===== src/rtl/vga_scanout.sv =====
// Framebuffer scanout: 160x120 3-bit pixels replicated 4x4 onto 640x480@60 VGA.
// Pins lag the counters by two pixel ticks; rd_data is consumed one clock after rd_addr.
module vga_scanout #(
    parameter int H_VIS  = 640,
    parameter int H_FP   = 16,
    parameter int H_SYNC = 96,
    parameter int H_BP   = 48,
    parameter int V_VIS  = 480,
    parameter int V_FP   = 10,
    parameter int V_SYNC = 2,
    parameter int V_BP   = 33
) (
    input  logic        clock,
    input  logic        resetn,
    output logic [14:0] rd_addr,
    input  logic [2:0]  rd_data,
    output logic        frame_start,
    output logic        VGA_CLK,
    output logic        VGA_HS,
    output logic        VGA_VS,
    output logic        VGA_BLANK_N,
    output logic        VGA_SYNC_N,
    output logic [9:0]  VGA_R,
    output logic [9:0]  VGA_G,
    output logic [9:0]  VGA_B
);

    localparam int H_TOT = H_VIS + H_FP + H_SYNC + H_BP;
    localparam int V_TOT = V_VIS + V_FP + V_SYNC + V_BP;
    localparam int HW    = $clog2(H_TOT);
    localparam int VW    = $clog2(V_TOT);

    localparam logic [HW-1:0] H_LAST  = HW'(H_TOT - 1);
    localparam logic [HW-1:0] H_VIS_C = HW'(H_VIS);
    localparam logic [HW-1:0] H_SS    = HW'(H_VIS + H_FP);
    localparam logic [HW-1:0] H_SE    = HW'(H_VIS + H_FP + H_SYNC);
    localparam logic [VW-1:0] V_LAST  = VW'(V_TOT - 1);
    localparam logic [VW-1:0] V_VIS_C = VW'(V_VIS);
    localparam logic [VW-1:0] V_PRE   = VW'(V_VIS - 1);
    localparam logic [VW-1:0] V_SS    = VW'(V_VIS + V_FP);
    localparam logic [VW-1:0] V_SE    = VW'(V_VIS + V_FP + V_SYNC);

    logic          r_toggle;
    logic [HW-1:0] r_hcount;
    logic [VW-1:0] r_vcount;
    logic [14:0]   r_rd_addr;
    logic          r_frame_start;
    logic          r_hs0;
    logic          r_vs0;
    logic          r_vis0;
    logic          r_hs;
    logic          r_vs;
    logic          r_blank_n;
    logic [9:0]    r_red;
    logic [9:0]    r_grn;
    logic [9:0]    r_blu;

    logic          w_pix_en;
    logic          w_h_last;
    logic          w_vis;
    logic          w_hsync;
    logic          w_vsync;
    logic [14:0]   w_fx;
    logic [14:0]   w_fy;
    logic [14:0]   w_addr;

    assign w_pix_en = r_toggle;
    assign w_h_last = (r_hcount == H_LAST);
    assign w_vis    = (r_hcount < H_VIS_C) && (r_vcount < V_VIS_C);
    assign w_hsync  = (r_hcount >= H_SS) && (r_hcount < H_SE);
    assign w_vsync  = (r_vcount >= V_SS) && (r_vcount < V_SE);

    // y*160 as (y<<7)+(y<<5) keeps the address path multiplier-free
    assign w_fx   = 15'(r_hcount >> 2);
    assign w_fy   = 15'(r_vcount >> 2);
    assign w_addr = (w_fy << 7) + (w_fy << 5) + w_fx;

    always_ff @(posedge clock or negedge resetn) begin
        if (!resetn) begin
            r_toggle      <= 1'b0;
            r_hcount      <= '0;
            r_vcount      <= '0;
            r_frame_start <= 1'b0;
        end else begin
            r_toggle      <= ~r_toggle;
            r_frame_start <= 1'b0;
            if (w_pix_en) begin
                r_frame_start <= w_h_last && (r_vcount == V_PRE);
                if (w_h_last) begin
                    r_hcount <= '0;
                    r_vcount <= (r_vcount == V_LAST) ? '0 : r_vcount + VW'(1);
                end else begin
                    r_hcount <= r_hcount + HW'(1);
                end
            end
        end
    end

    // Stage 0: address and sync/blank flags for the current counter position
    always_ff @(posedge clock or negedge resetn) begin
        if (!resetn) begin
            r_rd_addr <= '0;
            r_hs0     <= 1'b1;
            r_vs0     <= 1'b1;
            r_vis0    <= 1'b0;
        end else if (w_pix_en) begin
            if (w_vis) begin
                r_rd_addr <= w_addr;
            end
            r_hs0  <= ~w_hsync;
            r_vs0  <= ~w_vsync;
            r_vis0 <= w_vis;
        end
    end

    // Stage 1: rd_data has been valid since the clock between the two ticks
    always_ff @(posedge clock or negedge resetn) begin
        if (!resetn) begin
            r_hs      <= 1'b1;
            r_vs      <= 1'b1;
            r_blank_n <= 1'b0;
            r_red     <= '0;
            r_grn     <= '0;
            r_blu     <= '0;
        end else if (w_pix_en) begin
            r_hs      <= r_hs0;
            r_vs      <= r_vs0;
            r_blank_n <= r_vis0;
            r_red     <= {10{rd_data[2] & r_vis0}};
            r_grn     <= {10{rd_data[1] & r_vis0}};
            r_blu     <= {10{rd_data[0] & r_vis0}};
        end
    end

    assign rd_addr     = r_rd_addr;
    assign frame_start = r_frame_start;
    assign VGA_CLK     = r_toggle;
    assign VGA_HS      = r_hs;
    assign VGA_VS      = r_vs;
    assign VGA_BLANK_N = r_blank_n;
    assign VGA_SYNC_N  = 1'b1;
    assign VGA_R       = r_red;
    assign VGA_G       = r_grn;
    assign VGA_B       = r_blu;

endmodule


===== config.mk =====
export PLATFORM = sky130hd
export DESIGN_NAME = vga_scanout
export DESIGN_NICKNAME = d
export VERILOG_FILES = /design/src/rtl/vga_scanout.sv
export SDC_FILE = /design/constraint.sdc
export NUM_CORES = 1
export LEC_CHECK = 0
export CORE_MARGIN = 2
export CORE_UTILIZATION = 40
export CTS_CLUSTER_SIZE = 14
export DETAILED_ROUTE_END_ITERATION = 10
export GPL_TIMING_DRIVEN = 0
export MAX_ROUTING_LAYER = met4
export PLACE_DENSITY = 0.66
export SETUP_SLACK_MARGIN = 0.1
export SYNTH_ARGS = -nofsm -noshare
export SYNTH_HDL_FRONTEND = slang
export SYNTH_SLANG_ARGS = --single-unit

===== constraint.sdc =====
create_clock -name clock -period 4.7 [get_ports clock]
set_input_delay 0.94 -clock clock [delete_from_list [all_inputs] [get_ports clock]]
set_output_delay 0.94 -clock clock [all_outputs]
set_load 0.02 [all_outputs]

==> impl_metrics.toml <==
[clock_tree]
hold_buffers = 0
cts-root-buf = "clkbuf_8"
clock_path_buffers = 2
clk_pin_slew_ns = 0.08
clock_sinks = 46
htree_levels = 2
cts_tree = "built"
insertion_delay_ns = 0.30
cts_resized = 0
cts_made_buffers = 5
postCtsSetupRepairBufs = 0

[detailed_routing]
ant_nets = 0
vias = 2021
drt-total-wl_um = 5220
drc = 0
avgViaCountPerCell = 4.79
drtIter0Drc = 95
routedWlPerCell_um = 12.4
dr.pass1.iters = 4

[synthesis]
syn_avg_cell_area_um2 = 9.57
ys_ff_latch = 46
synth-edff-count = 0
synth_cell_types = 45
netlist_instances = 282
synth_area_mm2 = 0.00270
async_flop_share_pct = 100
synthesis.nets = 308
ys.flop_type = "dfrtp_1"
synth_warnings = 0
yosysSeqAreaShare_pct = 42.8

[timing]
period_needed_ns = 2.73
worst_slew_pin_slew_ns = 0.512
fin_worst_skew_ns = 0.00451
fin_crit_sh_pct = 58.1
setup-violations-final = 0
report.final.slew_viol_count = 0
rsz0062_at_grt = "no"
fmax_ghz = 0.366
finalHoldViolations = 0
fin_tns_setup_ns = 0
relSlewSlack_pct = 65.6

[layout]
multi_input_area_mm2 = 0.00123
nNetsFinal = 370
mostFrequentLayoutCell = "clkdlybuf4s50_1"
antenna_cells = 0
syn2layout_area_growth_pct = 27.7
final_cell_mix = "53 x clkdlybuf4s50_1, 46 x nand2_1, 42 x dfrtp_1, 29 x buf_4, 19 x ha_1"
largest_reg_flops = 15
fillCellCount = 609
drive_above_1_share_pct = 16.8
fin_util_pct = 53.7
seq_area_mm2 = 0.00116

[global_routing]
grt_pass1_wl_um = 8980
overflow = 0
grt_pass1_vias = 1906
antenna_found_initial = 0
grtUsageTotal_pct = 15.5
grt_max_degree = 28

[setup_path]
cp_max_fo = 8
cp-end-kind = "register"
worstPathArrival_ns = 2.93
r2r-start = "r_vcount[4]"
setup.worst_path.class = "register to register"
regToRegEndpoint = "rd_addr[12]"
reg2reg_slack_ns = 1.97
cp.required_ns = 4.90
rr_worst_depth = 9
start_kind = "register"

[die]
start_util_pct = 42.0
coreArea_mm2 = 0.00642
rows = 29
die_x_um = 86.2
pin_count = 56
die_area_mm2 = 0.00742
dieHeight_um = 86.2

[run_status]
outcome = "finished, final reports clean"

[job]
maxCapViolations = 0

[min_path]
min_path_type = "register to register"
hold_start = "rd_addr[4]"
holdPathStages = 2
holdPathEnd = "rd_addr[4]"

[power]
power.density_mw_per_mm2 = 212
leakagePower_nw = 1.66
ir_worst_vdd_mv = 0.114

[placed_design]
place.port_buffers = 54
hpwl_um = 3950
place_congestion = 0.842
cell families after synthesis:
| logic type | synth area share, % |
|---|---|
| compound gates | 8.67 |
| xor+xnor | 4.54 |
| fa+ha+maj | 10.3 |
| buf+inv | 11.8 |
| flops | 42.8 |
| mux | 2.04 |
| other cells | 0.139 |
| simple gates | 19.7 |
where the power goes:
part / switching [mW] / internal (mW)
sequential: 0.00366 / 0.397
clock: 0.132 / 0.122
combinational: 0.0344 / 0.0408
metrics by stage:
step	power, mW	hold WS [ns]	cell area, um2	worst slack (ns)	cells
3_5_place_dp	0.485	0.462	3350	2.00	414
3_3_place_gp	0.483	0.458	3340	1.41	413
5_1_grt	0.761	0.503	3450	1.70	422
4_1_cts	0.741	0.484	3450	1.96	422
6_report	0.729	0.475	3450	1.97	422
2_1_floorplan	0.445	0.465	2700	2.26	282
final cells by class:
class,instances,area share (%)
multi-input cells,184,35.6
flip-flops and latches,46,33.5
repair buffers,55,16.1
plain buffers,37,7.59
well taps,77,2.79
clock buffers,7,2.50
inverters,15,1.63
clock inverters,1,0.254
per-layer routing:
| metal | wire [um] | part of all wire, % | vias to the layer above | global-route usage (%) |
|---|---|---|---|---|
| met5 | 0 | 0 | - | - |
| met4 | 41 | 0.79 | 0 | 4.33 |
| met3 | 159 | 3.0 | 2 | 3.46 |
| met2 | 2530 | 48 | 31 | 23.5 |
| met1 | 2490 | 48 | 931 | 20.8 |
| li1 | - | - | 1057 | - |
cells in the mapped netlist (5+ instances only):
library cell / count / area [um2]
xnor2_1: 8 / 70.1
a21oi_1: 9 / 45.0
dfrtp_1: 42 / 1050
nand3_1: 11 / 55.1
inv_1: 15 / 56.3
nor3_1: 6 / 30.0
o21ai_0: 16 / 80.1
nand4_1: 6 / 37.5
buf_2: 5 / 25.0
xor2_1: 6 / 52.6
nand2_1: 46 / 173
ha_1: 19 / 238
buf_4: 29 / 218
nor2_1: 14 / 52.6
worst max path at each step:
stage | slack [ns] | from | cells after the start | endpoint
after CTS | 1.96 | r_vcount[4] | 9 | rd_addr[12]
after floorplan | 2.26 | r_vcount[4] | 9 | rd_addr[12]
after detailed placement | 2.00 | r_vcount[4] | 9 | rd_addr[12]
after global routing | 1.70 | r_vcount[4] | 9 | rd_addr[12]
after global placement | 1.41 | resetn | 1 | rd_addr[4]
final | 1.97 | r_vcount[4] | 9 | rd_addr[12]
critical path, stage by stage, from the launching register on:
cell	delay (ns)
dfrtp_1	0.35
clkbuf_1	0.30
inv_1	0.10
fa_1	0.49
inv_1	0.07
fa_1	0.48
a211oi_1	0.28
o21ai_0	0.20
and3_1	0.20
o31ai_1	0.18
No activity file was read; power rests on OpenSTA's default activity.
